$ cat config.mk
export PLATFORM = sky130hd
export DESIGN_NAME = multicycle_ctrl
export DESIGN_NICKNAME = d
export VERILOG_FILES = /design/src/rtl/legv8_pkg.sv /design/src/rtl/multicycle_ctrl_opclass_dec.sv /design/src/rtl/multicycle_ctrl.sv
export SDC_FILE = /design/constraint.sdc
export NUM_CORES = 1
export LEC_CHECK = 0
export ABC_AREA = 0
export BUFFER_PORTS_ARGS = -buffer_cell sky130_fd_sc_hd__buf_2
export CORE_ASPECT_RATIO = 0.7
export CORE_MARGIN = 10
export CORE_UTILIZATION = 46
export DETAILED_ROUTE_END_ITERATION = 8
export PLACE_DENSITY = 0.76
export SYNTH_ARGS = -nofsm -noshare
export SYNTH_HDL_FRONTEND = slang
export SYNTH_SLANG_ARGS = --single-unit
$ cat constraint.sdc
create_clock -name clk -period 1.85 [get_ports clk]
set_input_delay 0.0925 -clock clk [delete_from_list [all_inputs] [get_ports clk]]
set_output_delay 0.0925 -clock clk [all_outputs]
set_load 0.03 [all_outputs]
$ cat src/rtl/legv8_pkg.sv
// Shared LEGv8 control definitions: opcode constants, ALUOp encodings,
// controller state and opcode-class enums.
package legv8_pkg;

  localparam logic [10:0] OPC_LDUR   = 11'b11111000010;
  localparam logic [10:0] OPC_STUR   = 11'b11111000000;
  localparam logic [7:0]  OPC_CBZ_HI = 8'b10110100;
  localparam logic [10:0] OPC_ADD    = 11'b10001011000;
  localparam logic [10:0] OPC_SUB    = 11'b11001011000;
  localparam logic [10:0] OPC_AND    = 11'b10001010000;
  localparam logic [10:0] OPC_ORR    = 11'b10101010000;

  localparam logic [1:0] ALUOP_ADD   = 2'b00;
  localparam logic [1:0] ALUOP_PASSB = 2'b01;
  localparam logic [1:0] ALUOP_RTYPE = 2'b10;

  typedef enum logic [3:0] {
    FETCH   = 4'd0,
    DECODE  = 4'd1,
    EXEC_R  = 4'd2,
    MEM_ADR = 4'd3,
    MEM_RD  = 4'd4,
    MEM_WB  = 4'd5,
    MEM_WR  = 4'd6,
    BRANCH  = 4'd7,
    TRAP    = 4'd8
  } state_t;

  typedef enum logic [2:0] {
    R       = 3'd0,
    LDUR    = 3'd1,
    STUR    = 3'd2,
    CBZ     = 3'd3,
    ILLEGAL = 3'd4
  } opclass_t;

  // A store only retires once memory accepts the write.
  function automatic logic retires(input state_t s, input logic mem_ready);
    logic r;
    case (s)
      EXEC_R:  r = 1'b1;
      MEM_WB:  r = 1'b1;
      BRANCH:  r = 1'b1;
      MEM_WR:  r = mem_ready;
      default: r = 1'b0;
    endcase
    return r;
  endfunction

endpackage

$ cat src/rtl/multicycle_ctrl_opclass_dec.sv
// Opcode classifier: maps IR[31:21] onto the instruction class used by
// the multicycle controller.
module opclass_dec
  import legv8_pkg::*;
(
  input  logic [10:0] Op,
  output opclass_t    opclass
);

  // Pure decode of the registered opcode field
  always_comb begin
    opclass = ILLEGAL;
    casez (Op)
      OPC_LDUR:              opclass = LDUR;
      OPC_STUR:              opclass = STUR;
      {OPC_CBZ_HI, 3'b???}:  opclass = CBZ;
      OPC_ADD:               opclass = R;
      OPC_SUB:               opclass = R;
      OPC_AND:               opclass = R;
      OPC_ORR:               opclass = R;
      default:               opclass = ILLEGAL;
    endcase
  end

endmodule

$ cat src/rtl/multicycle_ctrl.sv
// LEGv8 multicycle controller: sequences the datapath over one shared
// variable-latency memory port, counts retired instructions, traps on bad opcodes.
module multicycle_ctrl
  import legv8_pkg::*;
(
  input  logic        clk,
  input  logic        reset,
  input  logic [10:0] Op,
  input  logic        Zero,
  input  logic        mem_ready,
  output logic        MemReq,
  output logic        MemWrite,
  output logic        IorD,
  output logic        IRWrite,
  output logic        PCWrite,
  output logic        PCSrc,
  output logic        Reg2Loc,
  output logic        ALUSrc,
  output logic        MemtoReg,
  output logic        RegWrite,
  output logic [1:0]  ALUOp,
  output logic        illegal,
  output logic [31:0] instret
);

  state_t      state_r;
  state_t      next_s;
  opclass_t    opclass_s;
  logic        retire_s;
  logic        illegal_r;
  logic [31:0] instret_r;

  logic        mem_req_s, mem_write_s, iord_s, ir_write_s, pc_write_s, pc_src_s;
  logic        reg2loc_s, alu_src_s, memto_reg_s, reg_write_s;
  logic [1:0]  alu_op_s;

  opclass_dec u_dec (
    .Op      (Op),
    .opclass (opclass_s)
  );

  assign retire_s = retires(state_r, mem_ready);

  // Next-state selection; memory states hold until mem_ready
  always_comb begin
    next_s = state_r;
    case (state_r)
      FETCH: begin
        if (mem_ready) next_s = DECODE;
        else           next_s = FETCH;
      end
      DECODE: begin
        case (opclass_s)
          R:       next_s = EXEC_R;
          LDUR:    next_s = MEM_ADR;
          STUR:    next_s = MEM_ADR;
          CBZ:     next_s = BRANCH;
          default: next_s = TRAP;
        endcase
      end
      EXEC_R:  next_s = FETCH;
      MEM_ADR: begin
        if (opclass_s == STUR) next_s = MEM_WR;
        else                   next_s = MEM_RD;
      end
      MEM_RD: begin
        if (mem_ready) next_s = MEM_WB;
        else           next_s = MEM_RD;
      end
      MEM_WB:  next_s = FETCH;
      MEM_WR: begin
        if (mem_ready) next_s = FETCH;
        else           next_s = MEM_WR;
      end
      BRANCH:  next_s = FETCH;
      TRAP:    next_s = TRAP;
      default: next_s = FETCH;
    endcase
  end

  // State register
  always_ff @(posedge clk or negedge reset) begin
    if (!reset) state_r <= FETCH;
    else        state_r <= next_s;
  end

  // Retired-instruction counter, wraps silently
  always_ff @(posedge clk or negedge reset) begin
    if (!reset)        instret_r <= 32'd0;
    else if (retire_s) instret_r <= instret_r + 32'd1;
    else               instret_r <= instret_r;
  end

  // Sticky illegal flag, raised as DECODE commits to TRAP
  always_ff @(posedge clk or negedge reset) begin
    if (!reset)                                     illegal_r <= 1'b0;
    else if (state_r == DECODE && opclass_s == ILLEGAL) illegal_r <= 1'b1;
    else                                            illegal_r <= illegal_r;
  end

  // Moore output decode; IRWrite/PCWrite also follow mem_ready and Zero
  always_comb begin
    mem_req_s   = 1'b0;
    mem_write_s = 1'b0;
    iord_s      = 1'b0;
    ir_write_s  = 1'b0;
    pc_write_s  = 1'b0;
    pc_src_s    = 1'b0;
    reg2loc_s   = 1'b0;
    alu_src_s   = 1'b0;
    memto_reg_s = 1'b0;
    reg_write_s = 1'b0;
    alu_op_s    = ALUOP_ADD;
    case (state_r)
      FETCH: begin
        mem_req_s  = 1'b1;
        ir_write_s = mem_ready;
        pc_write_s = mem_ready;
      end
      EXEC_R: begin
        alu_op_s    = ALUOP_RTYPE;
        reg_write_s = 1'b1;
      end
      MEM_ADR: begin
        alu_src_s = 1'b1;
        if (opclass_s == STUR) reg2loc_s = 1'b1;
        else                   reg2loc_s = 1'b0;
      end
      MEM_RD: begin
        mem_req_s = 1'b1;
        iord_s    = 1'b1;
      end
      MEM_WB: begin
        memto_reg_s = 1'b1;
        reg_write_s = 1'b1;
      end
      MEM_WR: begin
        mem_req_s   = 1'b1;
        mem_write_s = 1'b1;
        iord_s      = 1'b1;
        reg2loc_s   = 1'b1;
      end
      BRANCH: begin
        reg2loc_s  = 1'b1;
        alu_op_s   = ALUOP_PASSB;
        pc_write_s = Zero;
        pc_src_s   = 1'b1;
      end
      default: begin
        mem_req_s = 1'b0;
      end
    endcase
  end

  // Reset low forces every control inactive even though the state sits in FETCH
  assign MemReq   = mem_req_s   & reset;
  assign MemWrite = mem_write_s & reset;
  assign IorD     = iord_s      & reset;
  assign IRWrite  = ir_write_s  & reset;
  assign PCWrite  = pc_write_s  & reset;
  assign PCSrc    = pc_src_s    & reset;
  assign Reg2Loc  = reg2loc_s   & reset;
  assign ALUSrc   = alu_src_s   & reset;
  assign MemtoReg = memto_reg_s & reset;
  assign RegWrite = reg_write_s & reset;
  assign ALUOp    = alu_op_s    & {2{reset}};
  assign illegal  = illegal_r;
  assign instret  = instret_r;

endmodule
* Word-level counts from Yosys, hierarchy flattened
Cells that the tools add are included.
** Cells by class
- Mux-type cells :: 20
- Reduce and logical (&&, ||, !) cells :: 10
- Bitwise operators :: 11
- Add/sub/neg operators :: 1
- Equality and inequality tests :: 19
** Operators with widths (number)
- $eq A11 B11 Y1 const B :: 6
- $add A32 B1 Y32 const B :: 1
- $pmux W4 S6 :: 1
- $eq A4 B3 Y1 const B :: 4
- $pmux W3 S4 :: 1
- $pmux W4 S3 :: 1
- $mux W1 :: 11
- $and A1 B1 Y1 :: 10
- $eq A4 B2 Y1 const B :: 2
- $eq A8 B8 Y1 const B :: 1
- $reduce_or A2 Y1 :: 4
- $eq A3 B2 Y1 const B :: 2
- $pmux W1 S2 :: 3
- $reduce_or A3 Y1 :: 2
- $eq A4 B1 Y1 const B :: 1
- $eq A4 B4 Y1 const B :: 1
- $logic_not A4 Y1 :: 1
- $pmux W2 S2 :: 1
- $reduce_or A4 Y1 :: 1
- $eq A3 B1 Y1 const B :: 1
- $eq A3 B3 Y1 const B :: 1
- $logic_not A3 Y1 :: 1
- $mux W3 :: 1
- $and A2 B2 Y2 :: 1
- 2 further kinds :: 2
** Storage, ports and cells
- Register bits after elaboration :: 37
- Logic and storage cells :: 64
- Input bits :: 15

* Longest topological paths before layout
Gate-level depths: netlist of run 1.
- Word-level depth :: 7
- Depth in mapped cells :: 6

* Cells and area by module
A second synthesis of run 1 with hierarchy kept.
** Unflattened totals
- Cell total of the unflattened synthesis :: 202
- Area, all modules :: 2001.9 um^2
** By module, submodules not included
- multicycle_ctrl :: cells each 189, instances 1, sequential area each 925.9 um^2, area each 1886.8 um^2
- opclass_dec :: cells each 13, instances 1, sequential area each 0.0 um^2, area each 115.1 um^2

* Worst setup path before layout of run 1
No wires, ideal clock.
- Kind :: register to register
- Start :: register instret_r[3], in the netlist instret[3]
- End :: register instret_r[31], in the netlist instret[31]
- Path slack :: -53 ps
- Clock period less this slack :: 1903 ps
- Setup time :: 133 ps
- Cell stages (with the launch flop) :: 6
- Data arrival time :: 1770 ps
- Cells stage by stage :: dfrtp_1 -> and4_4 -> nand4_4 -> nor4_4 -> nand4_1 -> xnor2_1
** On the way
- Cells in the longest elaborated chain, start to end :: 1
** Ends and longest elaborated chain
- start: declaration :: line multicycle_ctrl.sv:31 : logic [31:0] instret_r;
- start signal: assignment :: line multicycle_ctrl.sv:90 : else if (retire_s) instret_r <= instret_r + 32'd1;
- start signal: assignment :: line multicycle_ctrl.sv:91 : else instret_r <= instret_r;
- $add A32 B1 Y32 :: line multicycle_ctrl.sv:90
Every way passes these cells.
A chain may end at the register's enable or synchronous reset.

* Worst setup path in the final report of run 1
- Start :: register state_r[3]
- End :: output Reg2Loc
** On the way
- Cells in the longest elaborated chain, start to end :: 4
- Elaborated cells on any way between the ends :: 6
- Those cells by class :: 3 x eq/ne; 1 x mux; 1 x bitwise; 1 x reduce/logical
** Ends and longest elaborated chain
- start: declaration :: line multicycle_ctrl.sv:26 : state_t state_r;
- start signal: assignment :: line multicycle_ctrl.sv:84 : else state_r <= next_s;
- $eq A4 B3 Y1 :: line multicycle_ctrl.sv:114 : case (state_r)
- $reduce_or A2 Y1 (no source line)
- $pmux W1 S2 (*) :: line multicycle_ctrl.sv:114
- $and A1 B1 Y1 (*) :: line multicycle_ctrl.sv:162 : assign Reg2Loc = reg2loc_s & reset;
- end: declaration :: line multicycle_ctrl.sv:17 : output logic Reg2Loc,
Every way passes the cells marked *; elsewhere a longest branch is shown, timed or not.

==> results of run 1 <==
-- metal layers --
layer / up-vias / track usage
li1: 813 / -
met5: - / 0
met1: 803 / 0.1661
met4: 0 / 0.03859
met3: 5 / 0.04348
met2: 48 / 0.2056
-- power by group --
group | switching, mW | leakage [nW] | internal (mW) | total, mW
Clock | 0.294 | 0.0687 | 0.543 | 0.836
Combinational | 0.177 | 0.682 | 0.130 | 0.306
Sequential | 0.0207 | 0.483 | 0.831 | 0.852
-- sequential cells by signal (all words and copies together), names as in the netlist --
signal / count
instret: 32
state_r: 4
illegal: 1
-- critical path, cell delays in order (launching register included) --
cell,delay (ns)
dfrtp_1,0.41
buf_6,0.15
nor2_4,0.11
nand3_1,0.12
nor4_4,0.17
a21oi_1,0.06
nor2b_1,0.10
buf_2,0.20
-- cells in the mapped netlist, types with 3 or more instances --
| cell | instances | area, um2 |
|---|---|---|
| a21oi_1 | 3 | 15.01 |
| and3_1 | 3 | 18.77 |
| dfrtp_1 | 37 | 925.9 |
| inv_1 | 3 | 11.26 |
| nand2_1 | 20 | 75.07 |
| nand2b_1 | 3 | 18.77 |
| nand3_1 | 15 | 75.07 |
| nand3b_1 | 3 | 22.52 |
| nand4_1 | 10 | 62.56 |
| nor2_1 | 17 | 63.81 |
| nor2b_1 | 4 | 25.02 |
| nor3_1 | 5 | 25.02 |
| xnor2_1 | 19 | 166.4 |
| xor2_1 | 12 | 105.1 |
-- what timing repair did --
action                                 in CTS  in global routing
endpoints found under the hold margin      37                  0
gates resized for setup                     8                  7
setup endpoints to repair                   4                  7
hold buffers                                1                  0
pin swaps                                   0                  1
-- cell type report --
| class | instances | share of cell area |
|---|---|---|
| clock inverters | 3 | 0.02723 |
| clock buffers | 5 | 0.02723 |
| multi-input cells | 145 | 0.3931 |
| repair buffers | 69 | 0.1535 |
| inverters | 3 | 0.004455 |
| flip-flops and latches | 37 | 0.3688 |
| well taps | 52 | 0.02574 |
-- through the flow --
stage	setup WS, ns	instances	power [mW]
3_5_place_dp	0.1420	305	1.122
3_3_place_gp	0.2032	305	1.119
2_1_floorplan	0.0009890	190	1.026
5_1_grt	0.002835	314	2.079
6_report	0.1282	314	1.995
4_1_cts	0.02595	314	2.000
-- worst min-delay path by stage --
| stage | cells past startpoint | endpoint | from |
|---|---|---|---|
| after floorplan | 0 | illegal | reset |
| after global routing | 3 | state_r[2] | Op[10] |
| after global placement | 1 | state_r[0] | reset |
| final | 3 | state_r[2] | Op[10] |
| after CTS | 3 | state_r[2] | Op[10] |
| after detailed placement | 1 | state_r[0] | reset |
-- logic make-up after synthesis --
kind of cell	share of synthesized area
DFF	0.4818
adders and majority gates	0.006509
xor gates and xnor gates	0.1413
muxes	0.005859
buffers and inverters	0.02083
and+or+nand+nor	0.2904
AOI/OAI and AO/OA	0.05339
==> out/summary.txt, run 1 <==
==================================================================================================
Start-to-end type of the worst setup path ........................................... register to primary output
Async set-reset flop share out of synthesis .........................................        1.000
I/O pin total .......................................................................           60
Critical Path RT ....................................................................      1.76 ns
Deepest clock path buffer count .....................................................            2
Count of nets left with antenna violations after detail routing .....................            0
Max Clock Freq ......................................................................    580.8 MHz
Number of global-route vias before repair ...........................................         1609
Highest ir drop seen on vdd .........................................................  0.0004394 V
Power density over the cells ........................................................ 789.3 nW/um2
Number of iterations in the first detailed-routing pass .............................            4
Post-route setup TNS ................................................................         0 ns
Ys flop type ........................................................................      dfrtp_1
Residual overflow from global routing ...............................................            0
RSZ-0062 raised after global routing ................................................           no
DRC violation total after the first TritonRoute iteration ...........................           90
Average cell area after synthesis ...................................................    10.11 um2
Total of flip-flops plus latches after synthesis ....................................           37
Post-route fraction of the period consumed by the critical path .....................       0.9307
Wire length per cell ................................................................     15.15 um
Crit. End Element ................................................................... primary output
Number of antenna cells inserted ....................................................            0
Cell at the root of the clock tree ..................................................     clkbuf_8
Logic depth of the worst register-to-register path ..................................            6
Final non-filler cell area ..........................................................     2527 um2
Count of synthesis-stage warnings from yosys ........................................            0
Met1 layer wirelength in the final routing ..........................................     2.208 mm
Post-route clock skew ...............................................................   0.01368 ns
Critical path launch point ..........................................................   state_r[3]
Number of setup violations in the final report ......................................            0
Result of the run ................................................................... finished, final reports clean
Count of buffers added by post-CTS timing repair for setup ..........................            0
Total count of hold-check failures in the final report ..............................            0
Number of fill cells in the layout ..................................................          335
Placed wire-length estimate after detailed placement ................................     3.700 mm
Quantity of I/O buffers inserted on ports ...........................................           59
Min-delay worst type ................................................................ input pin to register
Placer's final routability congestion estimate ......................................       0.8527
Final net count .....................................................................          277
Minimum period implied by the final worst setup slack ...............................     1.722 ns
Die Area ............................................................................     7205 um2
Worst Hold Margin ...................................................................    0.1301 ns
Number of distinct library cells after synthesis ....................................           43
First-pass GRT wire length ..........................................................     7.838 mm
Multi-input combinational cell area .................................................    993.5 um2
Mapped Cells ........................................................................          190
Mapped Nets .........................................................................          206
Clock transition time at the flip-flop clock pins of the worst setup and hold paths .      0.07 ns
TritonCTS Buffers ...................................................................            5
Part of the Yosys area used for sequential elements .................................       0.4818
Total wire length ...................................................................     4.757 mm
Capturing element of the worst setup path ...........................................      Reg2Loc
GR Util All Layers ..................................................................       0.1295
Die H ...............................................................................     74.08 um
Uppermost layer routed ..............................................................         met4
Clock latency at the later pin of the worst-skew pair ...............................      0.29 ns
Maximum number of pins on one net before global-route repair ........................           37
Leakage power .......................................................................     1.234 nW
Count of clock tree sinks ...........................................................           37
WL met2 .............................................................................     2.166 mm
Measured slew at the worst slew-check pin ...........................................    0.4638 ns
Reg-to-reg slack, setup .............................................................      0.14 ns
End of the worst register-to-register path ..........................................  instret[31]
Fraction of layout cells with a size suffix above 1 .................................       0.3702
Worst Path Arrival ..................................................................      1.63 ns
Antenna violations before repair ....................................................            0
Via-to-Cell Ratio ...................................................................        5.315
Cell Area, Synth ....................................................................     1922 um2
Number of DRC violations after detailed routing .....................................            0
Largest driver fanout on the critical path ..........................................            9
Rows ................................................................................           19
Maximum level of the CTS H-tree .....................................................            2
Initial core utilization ............................................................       0.4841
Met3 Wirelength .....................................................................       333 um
Max Transition Viols Final ..........................................................            0
Worst R2R Start .....................................................................   state_r[0]
Area inside the core boundary .......................................................     3970 um2
Max-capacitance violation count .....................................................            0
Width of the die ....................................................................     97.26 um
End-of-flow core utilization ........................................................       0.6366
Leading cell types in the layout, fill and taps excluded ............................ 56 x buf_2, 32 x dfrtp_1, 19 x xnor2_1, 18 x nand2_1, 15 x nand3_1
Worst relative slew slack ...........................................................       0.6896
Crit start category .................................................................     register
Most common cell after layout, fill and taps aside ..................................        buf_2
Clock tree from TritonCTS ...........................................................         done
Number of flops mapped to enable cells by yosys .....................................            0
Instance area at placement ..........................................................     2327 um2
Sequential cell area ................................................................    932.1 um2
Synth-to-Final Area Change ..........................................................       31.51%
Via total after detailed routing ....................................................         1669
==================================================================================================
Note: power is estimated with default switching activity, not from simulation.
==> inputs of run 2 (changes only) <==
--- a/config.mk
+++ b/config.mk
@@ -9,9 +9,9 @@
 export BUFFER_PORTS_ARGS = -buffer_cell sky130_fd_sc_hd__buf_2
 export CORE_ASPECT_RATIO = 0.7
 export CORE_MARGIN = 10
-export CORE_UTILIZATION = 46
+export CORE_UTILIZATION = 45
 export DETAILED_ROUTE_END_ITERATION = 8
-export PLACE_DENSITY = 0.76
+export PLACE_DENSITY = 0.74
 export SYNTH_ARGS = -nofsm -noshare
 export SYNTH_HDL_FRONTEND = slang
 export SYNTH_SLANG_ARGS = --single-unit
==> constraint.sdc (replaced) <==
create_clock -name clk -period 1.85 [get_ports clk]
set_input_delay 0.37 -clock clk [delete_from_list [all_inputs] [get_ports clk]]
set_output_delay 0.37 -clock clk [all_outputs]
set_load 0.03 [all_outputs]
==> run 2 against run 1 <==
Net effect:
- the flow now finishes with violations (setup timing)
- combinational power grew 26%
- wire length increased by 6.1%
- total power down 11%
- critical path depth did not move
- sequential power increased by 0.9%
- fmax shrank 12%
- sequential share of layout area fell by 2.5 points
- clock skew fell by 0.012 ns
- non-clock buffer count increased by 9
- flip-flop and latch count stayed put
- utilization up 4.1 points
- first-iteration DRC count is 3.3% lower
- highest routed layer unchanged
==> out/summary.txt, run 2 (same netlist as run 1, synthesis figures left out) <==
==================================================================================================
Result of the run ................................................................... finished with violations
Violations in the final reports ..................................................... setup timing
DP Cell Count .......................................................................          307
Clock latency at the later pin of the worst-skew pair ...............................      0.28 ns
Highest ir drop seen on vdd .........................................................  0.0004021 V
Crit start category .................................................................    input pin
Number of antenna cells inserted ....................................................            0
Residual overflow from global routing ...............................................            0
Global-route met3 utilization .......................................................      0.03931
Critical path launch point ..........................................................        Op[5]
Placed wire-length estimate after detailed placement ................................     3.661 mm
Quantity of I/O buffers inserted on ports ...........................................           59
Leakage power .......................................................................     1.306 nW
Logic depth of the worst register-to-register path ..................................            8
Wire length per cell ................................................................     15.62 um
Antenna violations before repair ....................................................            0
Maximum number of pins on one net before global-route repair ........................           38
Measured slew at the worst slew-check pin ...........................................    0.7898 ns
Total wire length ...................................................................     5.045 mm
Area inside the core boundary .......................................................     4018 um2
Worst slack at placement ............................................................   -0.1677 ns
Via-to-Cell Ratio ...................................................................        5.195
Die Area ............................................................................     7326 um2
Met1 track utilization from global routing ..........................................       0.1769
GR Util All Layers ..................................................................       0.1308
Number of iterations in the first detailed-routing pass .............................            4
Max Transition Viols Final ..........................................................            0
Most prevalent standard cell on the critical path ...................................        buf_6
I/O pin total .......................................................................           60
Flip-flop count of the largest register, all copies and words added .................           32
Minimum period implied by the final worst setup slack ...............................     1.966 ns
Via total after detailed routing ....................................................         1678
Min setup slack post-route ..........................................................   -0.1157 ns
Critical path, cell by cell ......................................................... buf_6, nand3b_1, or4_4, nor4_4, a21oi_1, nor2b_2, buf_6
Deepest clock path buffer count .....................................................            2
Largest driver fanout on the critical path ..........................................            2
Max Clock Freq ......................................................................    508.7 MHz
Worst Hold Margin ...................................................................    0.2208 ns
Worst relative slew slack ...........................................................       0.4715
Power density over the cells ........................................................ 650.0 nW/um2
Fraction of layout cells with a size suffix above 1 .................................       0.4539
Cell at the root of the clock tree ..................................................     clkbuf_8
Placer's final routability congestion estimate ......................................       0.8226
DRC violation total after the first TritonRoute iteration ...........................           87
Clock tree from TritonCTS ...........................................................         done
Worst Path Arrival ..................................................................      1.60 ns
Worst R2R Start .....................................................................   state_r[2]
Number of DRC violations after detailed routing .....................................            0
Number of global-route vias before repair ...........................................         1598
Largest incremental delay on the critical path ......................................      0.45 ns
Post-route clock skew ...............................................................  0.001780 ns
Die H ...............................................................................     74.68 um
Leading cell types in the layout, fill and taps excluded ............................ 48 x buf_2, 29 x dfrtp_1, 19 x buf_4, 17 x nand2_1, 17 x xnor2_1
GRT busiest layer ...................................................................         met2
Width of the die ....................................................................     98.11 um
End of the worst register-to-register path ..........................................  instret[27]
Start-to-end type of the worst setup path ........................................... input pin to primary output
Post-route fraction of the period consumed by the critical path .....................        1.063
Post-route setup TNS ................................................................   -0.8290 ns
Slowest cell on crit path ...........................................................        or4_4
Synth-to-Final Area Change ..........................................................       41.73%
Count of nets left with antenna violations after detail routing .....................            0
Number of setup violations in the final report ......................................           12
Reg-to-reg slack, setup .............................................................     -0.11 ns
Fin cells ...........................................................................          323
Global-route met2 utilization .......................................................       0.1985
Count of clock tree sinks ...........................................................           37
Final net count .....................................................................          286
Critical Path RT ....................................................................      1.48 ns
Crit path buf inv count .............................................................            2
Most common cell after layout, fill and taps aside ..................................        buf_2
RSZ-0062 raised after global routing ................................................          yes
Largest delay contributor family on the critical path ............................... simple AND/OR/NAND/NOR gates
Min-delay worst type ................................................................ input pin to async pin
Total count of hold-check failures in the final report ..............................            0
TritonCTS Buffers ...................................................................            5
Initial core utilization ............................................................       0.4784
Tot Pwr .............................................................................     1.770 mW
Rows ................................................................................           19
Maximum level of the CTS H-tree .....................................................            2
Number of fill cells in the layout ..................................................          301
Clock transition time at the flip-flop clock pins of the worst setup and hold paths .      0.07 ns
First-pass GRT wire length ..........................................................     7.859 mm
Max-capacitance violation count .....................................................            0
Crit. End Element ................................................................... primary output
==================================================================================================
-- run 2: cell types whose count changed in the layout (fill, tap and decap cells not counted), sizes merged --
cell         previous run  this run
clkbuf                  5         8
bufinv                  2         0
dlygate4sd3             1         0
inv                     4         3
buf                    68        78
-- run 2: worst max path at each step --
stage                        endpoint  slack, ns  cells past startpoint
final                         Reg2Loc      -0.12                      7
after global routing      instret[21]      -0.19                      8
after CTS                     Reg2Loc      -0.13                      6
after detailed placement      Reg2Loc      -0.17                      7
after global placement        Reg2Loc      -0.11                      7
after floorplan               PCWrite      -0.05                      6
-- run 2: layout make-up --
| cell class | count | area (um2) | area share |
|---|---|---|---|
| repair buffers | 78 | 506.7 | 0.1860 |
| clock buffers | 8 | 80.08 | 0.02940 |
| multi-input cells | 145 | 1125 | 0.4130 |
| inverters | 3 | 11.26 | 0.004134 |
| well taps | 52 | 65.06 | 0.02389 |
| flip-flops and latches | 37 | 935.9 | 0.3436 |
-- run 2: what timing repair did --
action | in CTS | in global routing
buffers inserted | 4 | 4
gates cloned | 0 | 1
pin swaps | 1 | 9
hold buffers | 0 | 0
setup endpoints to repair | 10 | 24
gates resized for setup | 14 | 47
-- run 2: metrics by stage --
step	area [um2]	utilization
6_report	2724	0.6780
3_5_place_dp	2377	0.5917
3_3_place_gp	2377	0.5917
4_1_cts	2534	0.6306
5_1_grt	2724	0.6780
2_1_floorplan	1963	-
-- run 2: per-layer routing --
layer,vias up,part of all wire
li1,834,-
met2,38,0.47
met1,800,0.46
met3,6,0.058
met5,-,0
met4,0,0.0093
-- run 2: power breakdown --
group          leakage, nW  switching (mW)  internal, mW
registers            0.478          0.0261         0.834
logic                0.788           0.216         0.169
clock network       0.0395           0.257         0.267
